## src/rtl/matrix_load_seq.sv

```systemverilog
// Streams a 4x4 A then 4x4 B matrix into the multiplier operand memory, then starts and waits for one multiply.
// Define LOAD_TIMEOUT_EN to abandon the wait after TIMEOUT_CYCLES cycles with an err pulse.
module matrix_load_seq #(
  parameter int DATA_W         = 8,
  parameter int TIMEOUT_CYCLES = 64
) (
  input  logic              clk,
  input  logic              reset,
  input  logic              go,
  input  logic              in_valid,
  input  logic [DATA_W-1:0] in_data,
  output logic              in_ready,
  output logic              wr_en,
  output logic              wr_sel,
  output logic [3:0]        wr_addr,
  output logic [DATA_W-1:0] wr_data,
  output logic              mm_start,
  input  logic              mm_done,
  output logic              busy,
  output logic              load_done,
  output logic              err
);

  typedef enum logic [2:0] {
    IDLE   = 3'd0,
    LOAD_A = 3'd1,
    LOAD_B = 3'd2,
    START  = 3'd3,
    WAIT   = 3'd4,
    FIN    = 3'd5
  } state_t;

  state_t     state;
  logic [4:0] idx;
  logic       accept;

  assign accept = in_valid && in_ready;

  if (TIMEOUT_CYCLES < 1) begin : g_timeout_range
    $error("TIMEOUT_CYCLES must be at least 1");
  end

`ifdef LOAD_TIMEOUT_EN
  localparam int CNT_W = $clog2(TIMEOUT_CYCLES + 1);
  localparam logic [CNT_W-1:0] CNT_LAST = CNT_W'(TIMEOUT_CYCLES - 1);
  logic [CNT_W-1:0] wait_cnt;
`else
  assign err = 1'b0;
`endif

  always_ff @(posedge clk or negedge reset) begin
    if (!reset) begin
      state     <= IDLE;
      idx       <= 5'd0;
      in_ready  <= 1'b0;
      wr_en     <= 1'b0;
      wr_sel    <= 1'b0;
      wr_addr   <= 4'd0;
      wr_data   <= '0;
      mm_start  <= 1'b0;
      busy      <= 1'b0;
      load_done <= 1'b0;
`ifdef LOAD_TIMEOUT_EN
      err       <= 1'b0;
      wait_cnt  <= '0;
`endif
    end else begin
      wr_en     <= 1'b0;
      mm_start  <= 1'b0;
      load_done <= 1'b0;
`ifdef LOAD_TIMEOUT_EN
      err       <= 1'b0;
`endif
      // Accepted element is written one cycle later; index bit 4 selects A/B.
      if (accept) begin
        wr_en   <= 1'b1;
        wr_data <= in_data;
        wr_addr <= idx[3:0];
        wr_sel  <= idx[4];
        idx     <= idx + 5'd1;
      end

      case (state)
        IDLE: begin
          if (go) begin
            state    <= LOAD_A;
            in_ready <= 1'b1;
            busy     <= 1'b1;
          end
        end
        LOAD_A: begin
          if (accept && idx == 5'd15) begin
            state <= LOAD_B;
          end
        end
        LOAD_B: begin
          // mm_start lines up with the final B write.
          if (accept && idx == 5'd31) begin
            state    <= START;
            in_ready <= 1'b0;
            mm_start <= 1'b1;
          end
        end
        START: begin
          state <= WAIT;
`ifdef LOAD_TIMEOUT_EN
          wait_cnt <= '0;
`endif
        end
        WAIT: begin
          if (mm_done) begin
            state     <= FIN;
            load_done <= 1'b1;
          end
`ifdef LOAD_TIMEOUT_EN
          else if (wait_cnt == CNT_LAST) begin
            state <= IDLE;
            busy  <= 1'b0;
            idx   <= 5'd0;
            err   <= 1'b1;
          end else begin
            wait_cnt <= wait_cnt + 1'b1;
          end
`endif
        end
        FIN: begin
          state <= IDLE;
          busy  <= 1'b0;
          idx   <= 5'd0;
        end
        default: begin
          state    <= IDLE;
          busy     <= 1'b0;
          in_ready <= 1'b0;
          idx      <= 5'd0;
        end
      endcase
    end
  end

endmodule
```

## config.mk

```make
export PLATFORM = sky130hd
export DESIGN_NAME = matrix_load_seq
export DESIGN_NICKNAME = d
export VERILOG_FILES = /design/src/rtl/matrix_load_seq.sv
export SDC_FILE = /design/constraint.sdc
export NUM_CORES = 1
export LEC_CHECK = 0
export ABC_AREA = 0
export BUFFER_PORTS_ARGS = -buffer_cell sky130_fd_sc_hd__buf_2
export CAP_MARGIN = 40
export CORE_UTILIZATION = 45
export DETAILED_ROUTE_END_ITERATION = 10
export PLACE_DENSITY = 0.73
export RECOVER_POWER = 25
export SLEW_MARGIN = 20
export SYNTH_ARGS = -nofsm -noshare
export SYNTH_HDL_FRONTEND = slang
export SYNTH_SLANG_ARGS = --single-unit
export TNS_END_PERCENT = 30
```

## constraint.sdc

```tcl
create_clock -name clk -period 1.5 [get_ports clk]
set_clock_uncertainty 0.15 [all_clocks]
set_input_delay 0 -clock clk [delete_from_list [all_inputs] [get_ports clk]]
set_output_delay 0 -clock clk [all_outputs]
set_load 0.01 [all_outputs]
```

### Word level (Yosys, flattened, before mapping)

Index checks and enable logic that the tools add are counted.

| cells by class | value |
|---|---|
| reductions and logical operators | 10 |
| order comparisons | 0 |
| multiplexer cells | 16 |
| add/sub/neg operators | 1 |
| bitwise gates (word level) | 2 |
| eq/ne operators | 12 |
| multipliers | 0 |
| div/mod/pow operators | 0 |
| shifts and indexed selects | 0 |

Operators with widths:

| operator | count |
|---|---|
| $pmux W3 S5 | 1 |
| $mux W3 | 4 |
| $mux W5 | 2 |
| $ne A2 B2 Y1 const B | 4 |
| $reduce_or A4 Y1 | 2 |
| $mux W1 | 7 |
| $eq A3 B2 Y1 const B | 2 |
| $eq A3 B3 Y1 const B | 2 |
| $add A5 B1 Y5 const B | 1 |
| $eq A5 B4 Y1 const B | 1 |
| $eq A5 B5 Y1 const B | 1 |
| $reduce_or A5 Y1 | 1 |
| $reduce_and A4 Y1 | 1 |
| $eq A3 B1 Y1 const B | 1 |
| $logic_and A1 B1 Y1 | 3 |
| $logic_not A3 Y1 | 1 |
| $pmux W1 S3 | 1 |
| $reduce_and A3 Y1 | 1 |
| $ne A2 B1 Y1 const B | 1 |
| $not A1 Y1 | 2 |
| $pmux W1 S2 | 1 |
| $reduce_and A2 Y1 | 1 |

| word-level totals | value |
|---|---|
| bits of input ports | 13 |
| ROM bits | 0 |
| memories kept | 0 |
| word-level logic and storage cells | 51 |
| bits in latches | 0 |
| RAM bits | 0 |
| output and inout bits | 19 |
| register bits | 26 |

### Depth between registers and ports, before layout

Gate-level depths: netlist of the first run.

| logic depth | value |
|---|---|
| depth in word-level cells | 4 |
| gate-level depth with buffers | 6 |
| mapped depth without buffers | 6 |

### Worst setup path after synthesis of the first run

OpenSTA, ideal clock, no wires.

| timing path | value |
|---|---|
| path kind | reg2reg |
| start point | register idx[0] |
| end point | register state[0] |
| slack | -0.094 ns |
| setup time | 0.118 ns |
| arrival time | 1.326 ns |
| stages on the path, launching flop included | 7 |
| required time | 1.232 ns |
| path buffers | 0 |
| period minus slack after synthesis | 1.594 ns |
| cells stage by stage | dfrtp_1 -> ha_1 -> and3_1 -> ha_1 -> nand4b_1 -> o21ai_0 -> a21o_1 |

| on the way | value |
|---|---|
| cells in the longest elaborated chain, start to end | 4 |
| elaborated cells on any way between the ends | 7 |
| those cells by class | eq/ne: 4; reduce/logical: 3 |

Ends and longest elaborated chain:

| element | line | RTL |
|---|---|---|
| from (decl) | 34 | `logic [4:0] idx;` |
| from (signal assigned) | 80 | `idx <= idx + 5'd1;` |
| $eq A5 B4 Y1 / $eq A5 B5 Y1 (equally long branches) | 92, 98 |  |
| $logic_and A1 B1 Y1, on equally long branches | 92, 98 |  |
| $ne A2 B2 Y1 (no source line) | -- |  |
| $reduce_and A4 Y1 (no source line) * | -- |  |
| to (signal assigned) | 93 | `state <= LOAD_B;` |
| to (signal assigned) | 99 | `state <= START;` |
| to (signal assigned) | 105 | `state <= WAIT;` |
| to (decl) | 33 | `state_t state;` |

Every way passes the cells marked *; elsewhere a longest branch is shown, timed or not.
A chain may end at the register's enable or synchronous reset.

### Worst setup path in the final report of the first run

| timing path | value |
|---|---|
| start point | register idx[1] |
| end point | register in_ready |

| on the way | value |
|---|---|
| cells in the longest elaborated chain, start to end | 4 |

Ends and longest elaborated chain:

| element | line | RTL |
|---|---|---|
| $eq A5 B5 Y1 | 98 | `if (accept && idx == 5'd31) begin` |
| $logic_and A1 B1 Y1 | 98 |  |
| $ne A2 B2 Y1 (no source line) | -- |  |
| $reduce_and A3 Y1 (no source line) | -- |  |
| to (signal assigned) | 87 | `in_ready <= 1'b1;` |
| to (signal assigned) | 100 | `in_ready <= 1'b0;` |
| to (signal assigned) | 134 | `in_ready <= 1'b0;` |
| to (decl) | 12 | `output logic in_ready,` |

Every way passes these cells.

==> key figures, run 1 <==
Place
  – Port-buffer cells: 30
  – DP Worst Slack: -0.0652 ns
  – DP HPWL: 1550 um
  – Gpl congestion: 0.780

Drt
  – Via density: 4.76
  – ANT nets after route: 0
  – Wirelength, routed: 2330 um
  – DRT iter0 DRCs: 22
  – DRC viols: 0
  – Initial DRT Pass Iterations: 4
  – Vias post-DR: 913
  – Wirelength per Cell: 12.1 um

Cells and area
  – Reg area: 651 sq um
  – Area of the multi-input gates: 455 sq um
  – Area Overhead vs Synth: 35.9%
  – Share of cells above drive strength 1: 0.311
  – Number of fill cells in the layout: 177
  – Nets: 181
  – Diodes inserted: 0
  – Fin util: 0.666

Synth
  – FFs w/ async S/R, synth: 1.00
  – Synth Area in Simple Gates: 0.240
  – Largest family of logic cells by synthesized area: simple AND/OR/NAND/NOR gates
  – EDFF count, synth: 0
  – Count leader, synth: nand2_1
  – Synth Area in Compound Gates: 0.0842
  – Synth Flop Type: dfrtp_1
  – Multiplexer area fraction after synthesis: 0
  – Adder-Cell Fraction of Synth Area: 0.0337
  – Leading area contributor after synthesis: dfrtp_1
  – Post-Syn Area: 1110 sq um
  – Register area share after synthesis: 0.584
  – Top cells by count, synth: nand2_1 (43), dfrtp_1 (26), a21oi_1 (5), o21ai_0 (5)
  – Avg Cell Area, Syn: 9.61 sq um
  – Cells after synthesis: 116
  – Post-Synthesis Net Count: 132
  – Synth cell types: 29
  – Area fraction of the dominant cell type after synthesis: 0.584
  – Synth area leaders: dfrtp_1 (58%), nand2_1 (14%), ha_1 (3.4%)
  – Synth Warn #: 0
  – Post-Synth XOR/XNOR Area: 0.0157
  – Yosys reg bits: 26

Global routing
  – Vias in the first global route: 847
  – GRT Total Usage: 0.198
  – First-pass GRT wire length: 3750 um
  – Congestion Overflow GR: 0
  – Largest net degree at the start of global routing: 27
  – Initial antenna violation count: 0

Pwr
  – Worst vdd ir: 0.833 mV
  – Cell area power density: 1260 nW/um^2
  – LEAKAGE: 0.782 nW

Timing
  – Slew headroom: 0.572
  – Setup WS post-layout: -0.0703 ns
  – Minimum clock period: 1.57 ns
  – RSZ-0062 raised after global routing: true
  – Endpoints failing hold: 0
  – Peak Freq: 637 MHz
  – Least-Margin Pin Slew: 0.641 ns
  – Endpoints failing setup: 2
  – Crit share post-route: 1.05
  – Pins Over Slew Limit: 0

Run status
  – Status: finished, violations left
  – Failing checks: negative setup slack

Critical path
  – CP Launch Type: register
  – Crit-path cells: ha_2 -> and3_4 -> ha_4 -> nand4b_1 -> a22oi_1 -> o22ai_1
  – Worst path required time: 1.55 ns
  – CP Capture Type: register
  – Reg2reg setup slack: -0.07 ns
  – Arr. time, crit path: 1.62 ns
  – Crit path max fanout: 3
  – CP max-delay cell: dfrtp_1
  – Max incr delay on CP: 0.38 ns
  – Critical Setup Path Class: register to register

Clock tree
  – Total CTS buffers: 3
  – Clk_lat worst skew: 0.31 ns
  – H-tree levels: 1
  – CTS clk-pin slew, worst paths: 0.14 ns
  – Root buf cell: clkbuf_4
  – Maximum clock path buffer count: 2
  – CTS tree: built
  – Clk sink count: 26

Floorplanning
  – Die Area: 2680 sq um
  – Core Rows: 17
  – Die X: 51.8 um
  – Io pins: 32
  – Core area: 2280 sq um
  – Die height: 51.8 um
  – Starting density of the core: 0.490

Job
  – Max capacitance violation total: 0

Min path
  – Worst Hold Class: input port to asynchronous set/reset pin
[power by group]
group | switching [mW] | internal (mW) | leakage, nW
sequential | 0.117 | 0.851 | 0.311
combinational | 0.305 | 0.293 | 0.449
clock | 0.201 | 0.148 | 0.0210
total | 0.623 | 1.29 | 0.782
[registers in the layout, summed over array words and instances, names as in the netlist]
signal / count
busy: 1
wr_addr: 4
wr_sel: 1
wr_en: 1
load_done: 1
in_ready: 1
mm_start: 1
state: 3
wr_data: 8
idx: 5
[timing repair]
action / CTS / global route
pin swaps: 3 / 1
resized for setup: 2 / 3
endpoints found under the hold margin: 45 / 0
buffers inserted: 1 / 0
setup endpoints to repair: 2 / 4
hold buffers: 12 / 0
[cell type report]
type                            instances  area share
Timing Repair Buffer                   49       0.213
Inverter                                4     0.00991
Sequential cell                        26       0.429
Multi-Input combinational cell         81       0.301
Clock buffer                            4      0.0239
Tap cell                               28      0.0231
[logic make-up after synthesis]
logic type,after synthesis
buffers and inverters,9
other,1
and+or+nand+nor,60
DFF,26
adders and majority gates,3
AOI/OAI and AO/OA,15
xor gates and xnor gates,2
[through the flow]
step                      setup TNS (ns)  instances  power [mW]  cell area, sq um  hold slack (ns)
after floorplan                  -0.0365        116        1.28              1120           -0.446
after global placement           -0.0333        175        1.50              1330           -0.125
after detailed placement          -0.114        175        1.53              1330           -0.120
after CTS                         -0.132        192        1.92              1500           0.0399
after global routing              -0.347        192        2.05              1520            0.120
final                             -0.112        192        1.92              1520           0.0742
[path summary, 6_finish.rpt]
check | startpoint | endpoint | cells past startpoint
setup / recovery | idx[1] | in_ready | 6
hold / removal | reset | wr_en | 2
setup reg to reg | idx[1] | in_ready | 6
hold reg to reg | wr_data[6] | wr_data[6] | 2
max in group asynchronous | reset | wr_data[1] | 2
min in group clk | in_data[1] | wr_data[1] | 4
[routing by layer]
layer	up-vias	part of all wire	global-route usage	routed length, um
met4	0	0.0069	0.0946	16
met1	421	0.49	0.256	1150
met3	2	0.027	0.0263	63
met5	-	0	0	0
met2	22	0.47	0.327	1100
li1	468	-	-	-
[critical path, delay by kind of cell (launching register included)]
family / cells / cell delay (ns)
AO/OA/AOI/OAI: 2 / 0.29
adder cells (fa/ha/maj): 2 / 0.30
flip-flops: 1 / 0.38
AND/OR/NAND/NOR: 2 / 0.33
[cell usage in the layout, fill, tap and decap left out, types with 2 or more instances in the layout]
cell / n
clkbuf_4: 3
nand4b_1: 2
buf_2: 29
inv_1: 3
nor2_1: 3
nand3_1: 2
o21ai_0: 4
dlygate4sd3_1: 12
a21oi_1: 5
buf_4: 7
ha_2: 2
nor2b_1: 2
nand2_1: 43
dfrtp_1: 26
Note: power is estimated with default switching activity, not from simulation.
==> inputs of run 2 (changes only) <==
- CORE_ASPECT_RATIO: not set -> 1.75
==> key figures, run 2 (synthesis gave the netlist of run 1 again) <==
Run status
  – Status: finished, violations left
  – Failing checks: negative setup slack

Timing
  – Slew headroom: 0.583 (+0.0107)
  – Peak Freq: 615 MHz (-3.4%)
  – Final hold slack: 0.125 ns (+0.0508 ns)
  – Endpoints failing hold: 0 (unchanged)
  – Setup WS post-layout: -0.126 ns (-0.0559 ns)
  – Pins Over Slew Limit: 0 (unchanged)
  – Minimum clock period: 1.63 ns (+0.0559 ns)
  – Endpoints failing setup: 2 (unchanged)
  – Crit share post-route: 1.08 (+0.0373)
  – RSZ-0062 raised after global routing: true
  – Least-Margin Pin Slew: 0.625 ns (-0.0161 ns)

Drt
  – Wirelength per Cell: 12.2 um (+0.45%)
  – DRC viols: 0 (unchanged)
  – Via density: 4.86 (+2.1%)
  – Vias post-DR: 918 (+0.55%)
  – ANT nets after route: 0 (unchanged)
  – Wirelength, routed: 2310 um (-1.1%)
  – Initial DRT Pass Iterations: 3 (-1)
  – DRT iter0 DRCs: 23 (+4.5%)

Pwr
  – Clk pwr share: 0.222 (+0.040)
  – Pint: 1.38 mW (+6.9%)
  – Switch Pwr: 0.617 mW (-1.0%)
  – Sequential power share: 0.481 (-0.024)
  – LEAKAGE: 0.793 nW (+1.4%)
  – Part of the power in combinational logic: 0.296 (-0.016)
  – Cell area power density: 1300 nW/um^2 (+3.0%)
  – Final Power: 2.00 mW (+4.3%)
  – Switching Fraction: 0.308 (-0.0167)
  – Worst vdd ir: 0.905 mV (+8.7%)

Clock tree
  – H-tree levels: 1 (unchanged)
  – Clk_lat worst skew: 0.27 ns (-0.04 ns)
  – Post-CTS Setup Inserts: 0 (-1)
  – CTS tree: built
  – Clk sink count: 26 (unchanged)
  – Maximum clock path buffer count: 2 (unchanged)
  – Total CTS buffers: 3 (unchanged)
  – Root buf cell: clkbuf_8
  – CTS clk-pin slew, worst paths: 0.08 ns (-0.06 ns)

Global routing
  – Congestion Overflow GR: 0 (unchanged)
  – GRT Total Usage: 0.201 (+0.00319)
  – First-pass GRT wire length: 3730 um (-0.53%)
  – Largest net degree at the start of global routing: 27 (unchanged)
  – Initial antenna violation count: 0 (unchanged)
  – Vias in the first global route: 877 (+3.5%)

Cells and area
  – Nets: 181 (unchanged)
  – Commonest cells after routing, fill and taps aside: nand2_1 (43), buf_2 (29), dfrtp_1 (26), dlygate4sd3_1 (12), buf_4 (7)
  – Share of cells above drive strength 1: 0.305 (-0.00610)
  – Area Overhead vs Synth: 37.7%
  – Largest register FFs: 8 (unchanged)
  – Post-route insts no fill: 189 (-1.6%)
  – Diodes inserted: 0 (unchanged)
  – Most common library cell in the layout ignoring fill and taps: nand2_1
  – Top Registers: wr_data x8, idx x5, wr_addr x4
  – Largest Register: wr_data
  – Number of fill cells in the layout: 211 (+19%)

Floorplanning
  – Core Rows: 23 (+6)
  – Die height: 67.8 um (+31%)
  – Core area: 2300 sq um (+1.2%)
  – Die X: 39.6 um (-23%)
  – Io pins: 32 (unchanged)
  – Die Area: 2690 sq um (+0.29%)
  – Starting density of the core: 0.484 (-0.00559)

Critical path
  – CP Capture Type: register
  – Worst path required time: 1.49 ns (-0.06 ns)
  – Critical Setup Path Class: register to register
  – Arr. time, crit path: 1.61 ns (about the same)
  – CP Launch Type: register
  – Crit path max fanout: 3 (unchanged)

Place
  – Port-buffer cells: 30 (unchanged)
  – DP HPWL: 1610 um (+4.1%)
  – Inst Count DP: 173 (-1.1%)
  – Gpl congestion: 0.798 (+2.2%)

Min path
  – Worst Hold Class: input port to asynchronous set/reset pin

Job
  – Max capacitance violation total: 0 (unchanged)
[run 2: cell types whose count changed in the layout (fill, tap and decap cells not counted)]
cell	previous run	this run
clkbuf_4	3	0
clkbuf_8	1	4
a2111oi_2	1	0
a2111oi_4	0	1
a211oi_1	0	1
a211oi_2	1	0
a22oi_1	1	0
a22oi_2	0	1
nor2b_1	2	3
nor2b_4	1	0
[run 2: cell type report]
| type | instances | area, sq um | area share |
|---|---|---|---|
| clock buffer | 4 | 55.1 | 0.0359 |
| multi-input combinational | 81 | 460 | 0.300 |
| sequential | 26 | 651 | 0.424 |
| tap | 25 | 31.3 | 0.0204 |
| inverter | 4 | 15.0 | 0.00978 |
| timing repair buffer | 49 | 323 | 0.210 |
[run 2: power by group through the flow]
stage               Clock, mW  Combinational, mW  Sequential (mW)
detailed placement          0              0.549            0.977
CTS                     0.454              0.592            0.960
global route            0.485              0.672            0.990
finish                  0.444              0.593            0.962
floorplan                   0              0.273             1.01
global placement            0              0.539            0.967
[run 2: metrics by stage]
step,setup WS (ns),area [sq um],setup TNS [ns],util
finish,-0.126,1540,-0.230,0.667
global route,-0.227,1540,-0.457,0.667
CTS,-0.0857,1520,-0.161,0.659
detailed placement,-0.0922,1330,-0.178,0.578
global placement,-0.0303,1330,-0.0602,0.578
floorplan,-0.0215,1120,-0.0365,-
[run 2: worst paths after layout]
path                              endpoint  slack (ns)        from  depth (start not counted)
worst min-delay path                wr_sel        0.12       reset                          2
min in group clk                wr_data[4]        0.30  in_data[4]                          4
worst max register to register    in_ready       -0.13      idx[0]                          6
max in group asynchronous       wr_addr[1]        0.68       reset                          2
worst max-delay path              in_ready       -0.13      idx[0]                          6
worst min register to register  wr_addr[2]        0.32  wr_addr[2]                          2
[run 2: what timing repair did]
item                                    4_1_cts  5_1_grt
hold buffers                                 12        0
pin swaps                                     0        2
gates cloned                                  0        0
gates resized for setup                       1        3
hold endpoints to repair                     40        0
endpoints found under the setup margin        2        3
[run 2: routing by layer]
layer  GRT usage  up-vias  share of wire
li1            -      471              -
met1       0.233      420           0.39
met2       0.350       23           0.56
met3      0.0325        4          0.034
met4      0.0819        0          0.016
met5           0        -              0
[run 2: worst max-delay path, cell delays in order, from the launching register on]
cell and delay (ns):
dfrtp_1 0.36, ha_2 0.18, and3_4 0.20, ha_4 0.12
nand4b_1 0.16, a22oi_2 0.23, o22ai_1 0.09
